--- src/rtl/mfp_ahb_lite_master_pkg.sv ---
// Shared AHB-Lite encodings, slot record types and request normalisation helpers.
package mfp_ahb_lite_master_pkg;

  localparam logic [1:0] HTRANS_IDLE   = 2'b00;
  localparam logic [1:0] HTRANS_BUSY   = 2'b01;
  localparam logic [1:0] HTRANS_NONSEQ = 2'b10;
  localparam logic [1:0] HTRANS_SEQ    = 2'b11;

  localparam logic [2:0] HSIZE_BYTE = 3'b000;
  localparam logic [2:0] HSIZE_HALF = 3'b001;
  localparam logic [2:0] HSIZE_WORD = 3'b010;

  localparam logic [2:0] HBURST_SINGLE = 3'b000;

  localparam logic [1:0] SIZE_BYTE = 2'd0;
  localparam logic [1:0] SIZE_HALF = 2'd1;
  localparam logic [1:0] SIZE_WORD = 2'd2;

  // Request waiting for (or in) its address phase.
  typedef struct packed {
    logic        write;
    logic [1:0]  size;
    logic [31:0] addr;
    logic [31:0] wdata;
  } a_slot_t;

  // Transfer in its data phase; only the low address bits matter for lanes.
  typedef struct packed {
    logic        write;
    logic [1:0]  size;
    logic [1:0]  addr_lo;
    logic [31:0] wdata;
  } d_slot_t;

  // Size code 3 behaves as a word access everywhere downstream.
  function automatic logic [1:0] norm_size(input logic [1:0] size);
    return (size == 2'd3) ? SIZE_WORD : size;
  endfunction

  function automatic logic [31:0] align_addr(input logic [31:0] addr, input logic [1:0] size);
    logic [31:0] a;
    a = addr;
    case (size)
      SIZE_HALF: a[0] = 1'b0;
      SIZE_WORD: a[1:0] = 2'b00;
      default:   a = addr;
    endcase
    return a;
  endfunction

endpackage

--- src/rtl/mfp_ahb_lite_master_lane.sv ---
// Byte-lane handling: replicate write data onto HWDATA, extract read data from HRDATA.
module mfp_ahb_lite_master_lane
  import mfp_ahb_lite_master_pkg::*;
(
  input  logic [1:0]  size,
  input  logic [1:0]  addr_lo,
  input  logic [31:0] wdata,
  input  logic [31:0] hrdata,
  output logic [31:0] hwdata,
  output logic [31:0] rdata
);

  // Little-endian lane steering; size is already normalised (never 3).
  always_comb begin
    hwdata = wdata;
    rdata  = hrdata;
    case (size)
      SIZE_BYTE: begin
        hwdata = {4{wdata[7:0]}};
        rdata  = {24'b0, hrdata[{addr_lo, 3'b000} +: 8]};
      end
      SIZE_HALF: begin
        hwdata = {2{wdata[15:0]}};
        rdata  = {16'b0, hrdata[{addr_lo[1], 4'b0000} +: 16]};
      end
      default: begin
        hwdata = wdata;
        rdata  = hrdata;
      end
    endcase
  end

endmodule

--- src/rtl/mfp_ahb_lite_master.sv ---
// AHB-Lite single-transfer master with a two-slot (address/data) pipeline.
module mfp_ahb_lite_master
  import mfp_ahb_lite_master_pkg::*;
#(
  parameter logic [3:0] HPROT_VAL = 4'b0011
) (
  input  logic        HCLK,
  input  logic        HRESETn,
  input  logic        req_valid,
  output logic        req_ready,
  input  logic        req_write,
  input  logic [31:0] req_addr,
  input  logic [1:0]  req_size,
  input  logic [31:0] req_wdata,
  output logic        rsp_valid,
  output logic        rsp_err,
  output logic [31:0] rsp_rdata,
  output logic [31:0] HADDR,
  output logic [2:0]  HBURST,
  output logic        HMASTLOCK,
  output logic [3:0]  HPROT,
  output logic [2:0]  HSIZE,
  output logic [1:0]  HTRANS,
  output logic [31:0] HWDATA,
  output logic        HWRITE,
  input  logic [31:0] HRDATA,
  input  logic        HREADY,
  input  logic        HRESP
);

  logic        a_vld_q, a_vld_d;
  a_slot_t     a_q, a_d;
  logic        d_vld_q, d_vld_d;
  d_slot_t     d_q, d_d;
  logic        rsp_valid_q, rsp_valid_d;
  logic        rsp_err_q, rsp_err_d;
  logic [31:0] rsp_rdata_q, rsp_rdata_d;

  logic        accept;
  logic [1:0]  req_size_n;
  logic [31:0] lane_hwdata;
  logic [31:0] lane_rdata;

  assign req_ready  = !a_vld_q || HREADY;
  assign accept     = req_valid && req_ready;
  assign req_size_n = norm_size(req_size);

  mfp_ahb_lite_master_lane u_lane (
    .size    (d_q.size),
    .addr_lo (d_q.addr_lo),
    .wdata   (d_q.wdata),
    .hrdata  (HRDATA),
    .hwdata  (lane_hwdata),
    .rdata   (lane_rdata)
  );

  // Pipeline advance: HREADY moves address slot into data slot; acceptance refills address slot.
  always_comb begin
    a_vld_d = a_vld_q;
    a_d     = a_q;
    d_vld_d = d_vld_q;
    d_d     = d_q;
    if (HREADY) begin
      d_vld_d     = a_vld_q;
      d_d.write   = a_q.write;
      d_d.size    = a_q.size;
      d_d.addr_lo = a_q.addr[1:0];
      d_d.wdata   = a_q.wdata;
      a_vld_d     = 1'b0;
    end
    if (accept) begin
      a_vld_d  = 1'b1;
      a_d.write = req_write;
      a_d.size  = req_size_n;
      a_d.addr  = align_addr(req_addr, req_size_n);
      a_d.wdata = req_wdata;
    end
  end

  // Completion: a data phase ending with HREADY produces a one-cycle response next cycle.
  always_comb begin
    rsp_valid_d = d_vld_q && HREADY;
    rsp_err_d   = rsp_valid_d && HRESP;
    rsp_rdata_d = '0;
    if (rsp_valid_d && !HRESP && !d_q.write) rsp_rdata_d = lane_rdata;
  end

  // State registers.
  always_ff @(posedge HCLK or negedge HRESETn) begin
    if (!HRESETn) begin
      a_vld_q     <= 1'b0;
      a_q         <= '0;
      d_vld_q     <= 1'b0;
      d_q         <= '0;
      rsp_valid_q <= 1'b0;
      rsp_err_q   <= 1'b0;
      rsp_rdata_q <= '0;
    end else begin
      a_vld_q     <= a_vld_d;
      a_q         <= a_d;
      d_vld_q     <= d_vld_d;
      d_q         <= d_d;
      rsp_valid_q <= rsp_valid_d;
      rsp_err_q   <= rsp_err_d;
      rsp_rdata_q <= rsp_rdata_d;
    end
  end

  assign HTRANS    = a_vld_q ? HTRANS_NONSEQ : HTRANS_IDLE;
  assign HADDR     = a_q.addr;
  assign HWRITE    = a_q.write;
  assign HSIZE     = {1'b0, a_q.size};
  assign HBURST    = HBURST_SINGLE;
  assign HMASTLOCK = 1'b0;
  assign HPROT     = HPROT_VAL;
  assign HWDATA    = d_q.write ? lane_hwdata : 32'h0;

  assign rsp_valid = rsp_valid_q;
  assign rsp_err   = rsp_err_q;
  assign rsp_rdata = rsp_rdata_q;

endmodule

--- config.mk ---
export PLATFORM = sky130hd
export DESIGN_NAME = mfp_ahb_lite_master
export DESIGN_NICKNAME = d
export VERILOG_FILES = /design/src/rtl/mfp_ahb_lite_master_pkg.sv /design/src/rtl/mfp_ahb_lite_master_lane.sv /design/src/rtl/mfp_ahb_lite_master.sv
export SDC_FILE = /design/constraint.sdc
export NUM_CORES = 1
export LEC_CHECK = 0
export ABC_AREA = 1
export CAP_MARGIN = 20
export CORE_MARGIN = 3
export CORE_UTILIZATION = 60
export DETAILED_ROUTE_END_ITERATION = 16
export DONT_BUFFER_PORTS = 1
export PLACE_DENSITY = 0.75
export SYNTH_ARGS = -nofsm -noshare
export SYNTH_HDL_FRONTEND = slang
export SYNTH_SLANG_ARGS = --single-unit
--- constraint.sdc ---
create_clock -name HCLK -period 1.7 [get_ports HCLK]
set_input_delay 0.17 -clock HCLK [delete_from_list [all_inputs] [get_ports HCLK]]
set_output_delay 0.17 -clock HCLK [all_outputs]
set_load 0.05 [all_outputs]
==> results.py <==
metrics = {
    "yosys": {
        "synth-xor-area-share_pct": 0,
        "synth_seq_area_share_pct": 55.9,
        "yosys_warnings": 0,
        "synth_fa_ha_area_share_pct": 0,
        "synth-simple-area-share_pct": 27.0,
        "synth_top_family_by_area": "simple AND/OR/NAND/NOR gates",
        "synthesis.area_sq_um": 6270,
        "syn_inst": 773,
        "yosys.cell_types.count": 23,
        "synth_area_per_cell_sq_um": 8.11,
        "synth_compound_area_share_pct": 5.71,
        "synth_mux_area_share_pct": 0,
        "synth-seq-cells": 140,
    },
    "grt": {
        "grt_pass1_vias": 5671,
        "grt_pass1_wl_microns": 28000,
        "grt_max_degree": 141,
        "grt_usage_pct": 31.0,
        "antenna_found_initial": 0,
        "grt_overflow": 0,
    },
    "critical_path": {
        "crit_path_end_kind": "output pin",
        "criticalPathCategory": "reg -> out",
        "cp.arrival_ns": 1.72,
        "crit_fanout": 5,
        "rr_endpoint": "HSIZE[0]$_DFFE_PN0P_",
        "rrSetupSlack_ns": 0.09,
        "required_ns": 1.53,
        "cp-start-kind": "flip-flop",
        "worstReg2RegStart": "a_vld_q$_DFFE_PN0P_",
        "rr_worst_depth": 7,
    },
    "power_and_ir_drop": {
        "ir_drop_mv": 0.714,
        "p_leak_nw": 4.21,
        "power.density_nw_per_um2": 1210,
        "power_mw": 10.1,
    },
    "clock_network": {
        "cts_max_path_buffers": 2,
        "clk_latency_ns": 0.51,
        "cts_max_level": 4,
        "cts-buffers-inserted": 17,
        "path_clk_slew_ns": 0.06,
        "cts_tree": "yes",
        "clock_sinks": 140,
        "hold_buffers": 113,
        "root_buffer": "clkbuf_8",
    },
    "route": {
        "via_count": 5476,
        "drt_iter0_drc": 490,
        "wl_microns": 17900,
        "dr.pass1.iters": 5,
        "vias_per_cell": 5.37,
        "drcViolationCount": 0,
        "wl_per_cell_microns": 17.6,
        "ant_nets": 0,
    },
    "floorplan": {
        "die-area_sq_um": 11700,
        "rows": 36,
        "die_w_microns": 108,
        "die_y_microns": 108,
        "top_level_ports": 217,
        "core_sq_um": 9950,
        "start_util_pct": 63.0,
    },
    "sta": {
        "rsz0062_at_grt": "yes",
        "post-route-period-util_pct": 111,
        "max_freq_mhz": 529,
        "finalClockSkew_ns": 0.0108,
        "final_max_slew_viol_count": 0,
        "hold_viol_final": 140,
        "min_period_ns": 1.89,
        "fin_hold_ws_ns": -0.644,
        "setup_viol": 24,
        "worst-slew-pin-transition_ns": 0.611,
        "fin_ws_ns": -0.189,
        "relSlewSlack_pct": 59.3,
    },
    "run": {
        "maxCapViolations": 0,
    },
    "cells_and_area": {
        "diodes": 0,
        "fill_cells": 568,
        "final_util_pct": 83.8,
        "nets": 978,
        "layout-drive-gt1-share_pct": 14.0,
        "area_growth_pct": 33.1,
    },
    "outcome": {
        "violations": "negative hold slack, negative setup slack",
        "status": "finished, violations left",
    },
    "placed_design": {
        "dp_slack_ns": 0.000364,
        "dpl.hpwl_microns": 10200,
        "place.gp.congestion": 0.870,
        "io_buffers": 0,
    },
    "worst_hold_path": {
        "hold_class": "in -> async",
    },
}
## cells in the final DEF, fill, tap and decap left out, types with 3 or more instances in the layout
cell and n:
a21oi_1 3, a21oi_2 12, a22oi_1 8, buf_12 16, buf_4 18, buf_6 8, clkbuf_16 16, clkbuf_8 3
clkinv_4 3, clkinvlp_4 11, conb_1 10, dfrtp_1 139, dlygate4sd3_1 112, inv_1 28, inv_2 3, inv_6 5
nand2_1 383, nand2_2 3, nand3_1 8, nor2_1 33, nor2_2 6, nor2_4 3, o21ai_0 32, o21ai_1 5
o21ai_2 5
## stage by stage
step | hold slack [ns] | cell area, sq um | setup TNS [ns] | cells
global placement | -0.122 | 6440 | 0 | 869
global route | -0.677 | 8350 | -4.66 | 1020
finish | -0.644 | 8350 | -2.95 | 1020
floorplan | -0.126 | 6350 | -0.981 | 781
CTS | -0.657 | 8270 | -2.80 | 1020
detailed placement | -0.121 | 6440 | 0 | 869
## flip-flops by register name (all words and copies together) (netlist names)
register	cells
rsp_rdata	32
HADDR	32
d_q	37
a_vld_q	1
rsp_valid	1
a_q	32
HWRITE	1
rsp_err	1
HSIZE	2
d_vld_q	1
## cells by family (layout without fill, tap and decap cells)
| group | Yosys count | after routing |
|---|---|---|
| simple gates | 440 | 441 |
| buf+inv | 124 | 229 |
| flops | 140 | 140 |
| other cells | 2 | 10 |
| compound gates | 67 | 67 |
## routing by layer
metal  vias to the layer above  wire length (microns)  track usage (%)
li1                       2512                      -                -
met1                      2599                   7070             39.1
met2                       319                   8780             51.8
met3                        46                   1620             8.96
met4                         0                    440             10.1
met5                         -                      0                0
## where the power goes
group / total (mW) / switching, mW / internal, mW
registers: 4.44 / 0.747 / 3.69
clock network: 3.50 / 1.45 / 2.05
logic: 2.19 / 1.38 / 0.815
## synthesized netlist by cell type
| cell type | n | area [sq um] |
|---|---|---|
| a22oi_1 | 8 | 60.1 |
| nand2_4 | 1 | 11.3 |
| nand3_1 | 8 | 40.0 |
| buf_6 | 3 | 33.8 |
| buf_4 | 54 | 405 |
| a21oi_1 | 16 | 80.1 |
| nand2_2 | 2 | 12.5 |
| inv_1 | 37 | 139 |
| buf_1 | 1 | 3.75 |
| nor2_2 | 1 | 6.26 |
| dfrtp_1 | 140 | 3500 |
| nor3_4 | 1 | 16.3 |
| clkbuf_1 | 11 | 41.3 |
| inv_2 | 2 | 7.51 |
| o211ai_1 | 1 | 7.51 |
| conb_1 | 2 | 7.51 |
| nor3_1 | 2 | 10.0 |
| nand2_1 | 384 | 1440 |
| clkinv_1 | 1 | 3.75 |
| buf_2 | 14 | 70.1 |
| inv_4 | 1 | 6.26 |
| nor2_1 | 41 | 154 |
| o21ai_0 | 42 | 210 |
## worst max-delay path, stage by stage, from the launching register on
cell,delay (ns)
dfrtp_2,0.43
inv_4,0.07
nand2_4,0.12
o21ai_1,0.13
nor3_2,0.27
buf_6,0.20
## repair_timing
item,in CTS,in global routing
setup endpoints to repair,25,41
gates cloned,1,0
gates resized for setup,31,21
endpoints found under the hold margin,279,140
buffers inserted,5,0
pin swaps,5,5
## cell type report
class	count	area, sq um	area share (%)
Clock buffer	19	442	5.29
Sequential cell	140	3500	42.0
Multi-Input combinational cell	518	2220	26.6
Timing Repair Buffer	156	1700	20.3
Clock inverter	13	130	1.56
Tap cell	133	166	1.99
Inverter	41	185	2.22
## worst max-delay path by stage
stage,start,to,slack (ns),depth (start not counted)
after floorplan,d_q[35]$_DFFE_PN0P_,HWDATA[12],-0.18,6
after global placement,d_q[35]$_DFFE_PN0P_,HWDATA[14],0.11,5
after detailed placement,d_q[34]$_DFFE_PN0P_,HWDATA[14],0.0004,5
after CTS,d_q[35]$_DFFE_PN0P_,HWDATA[31],-0.16,5
after global routing,d_q[35]$_DFFE_PN0P_,HWDATA[30],-0.27,5
final,d_q[35]$_DFFE_PN0P_,HWDATA[30],-0.19,5
(Power assumes the default switching activity.)
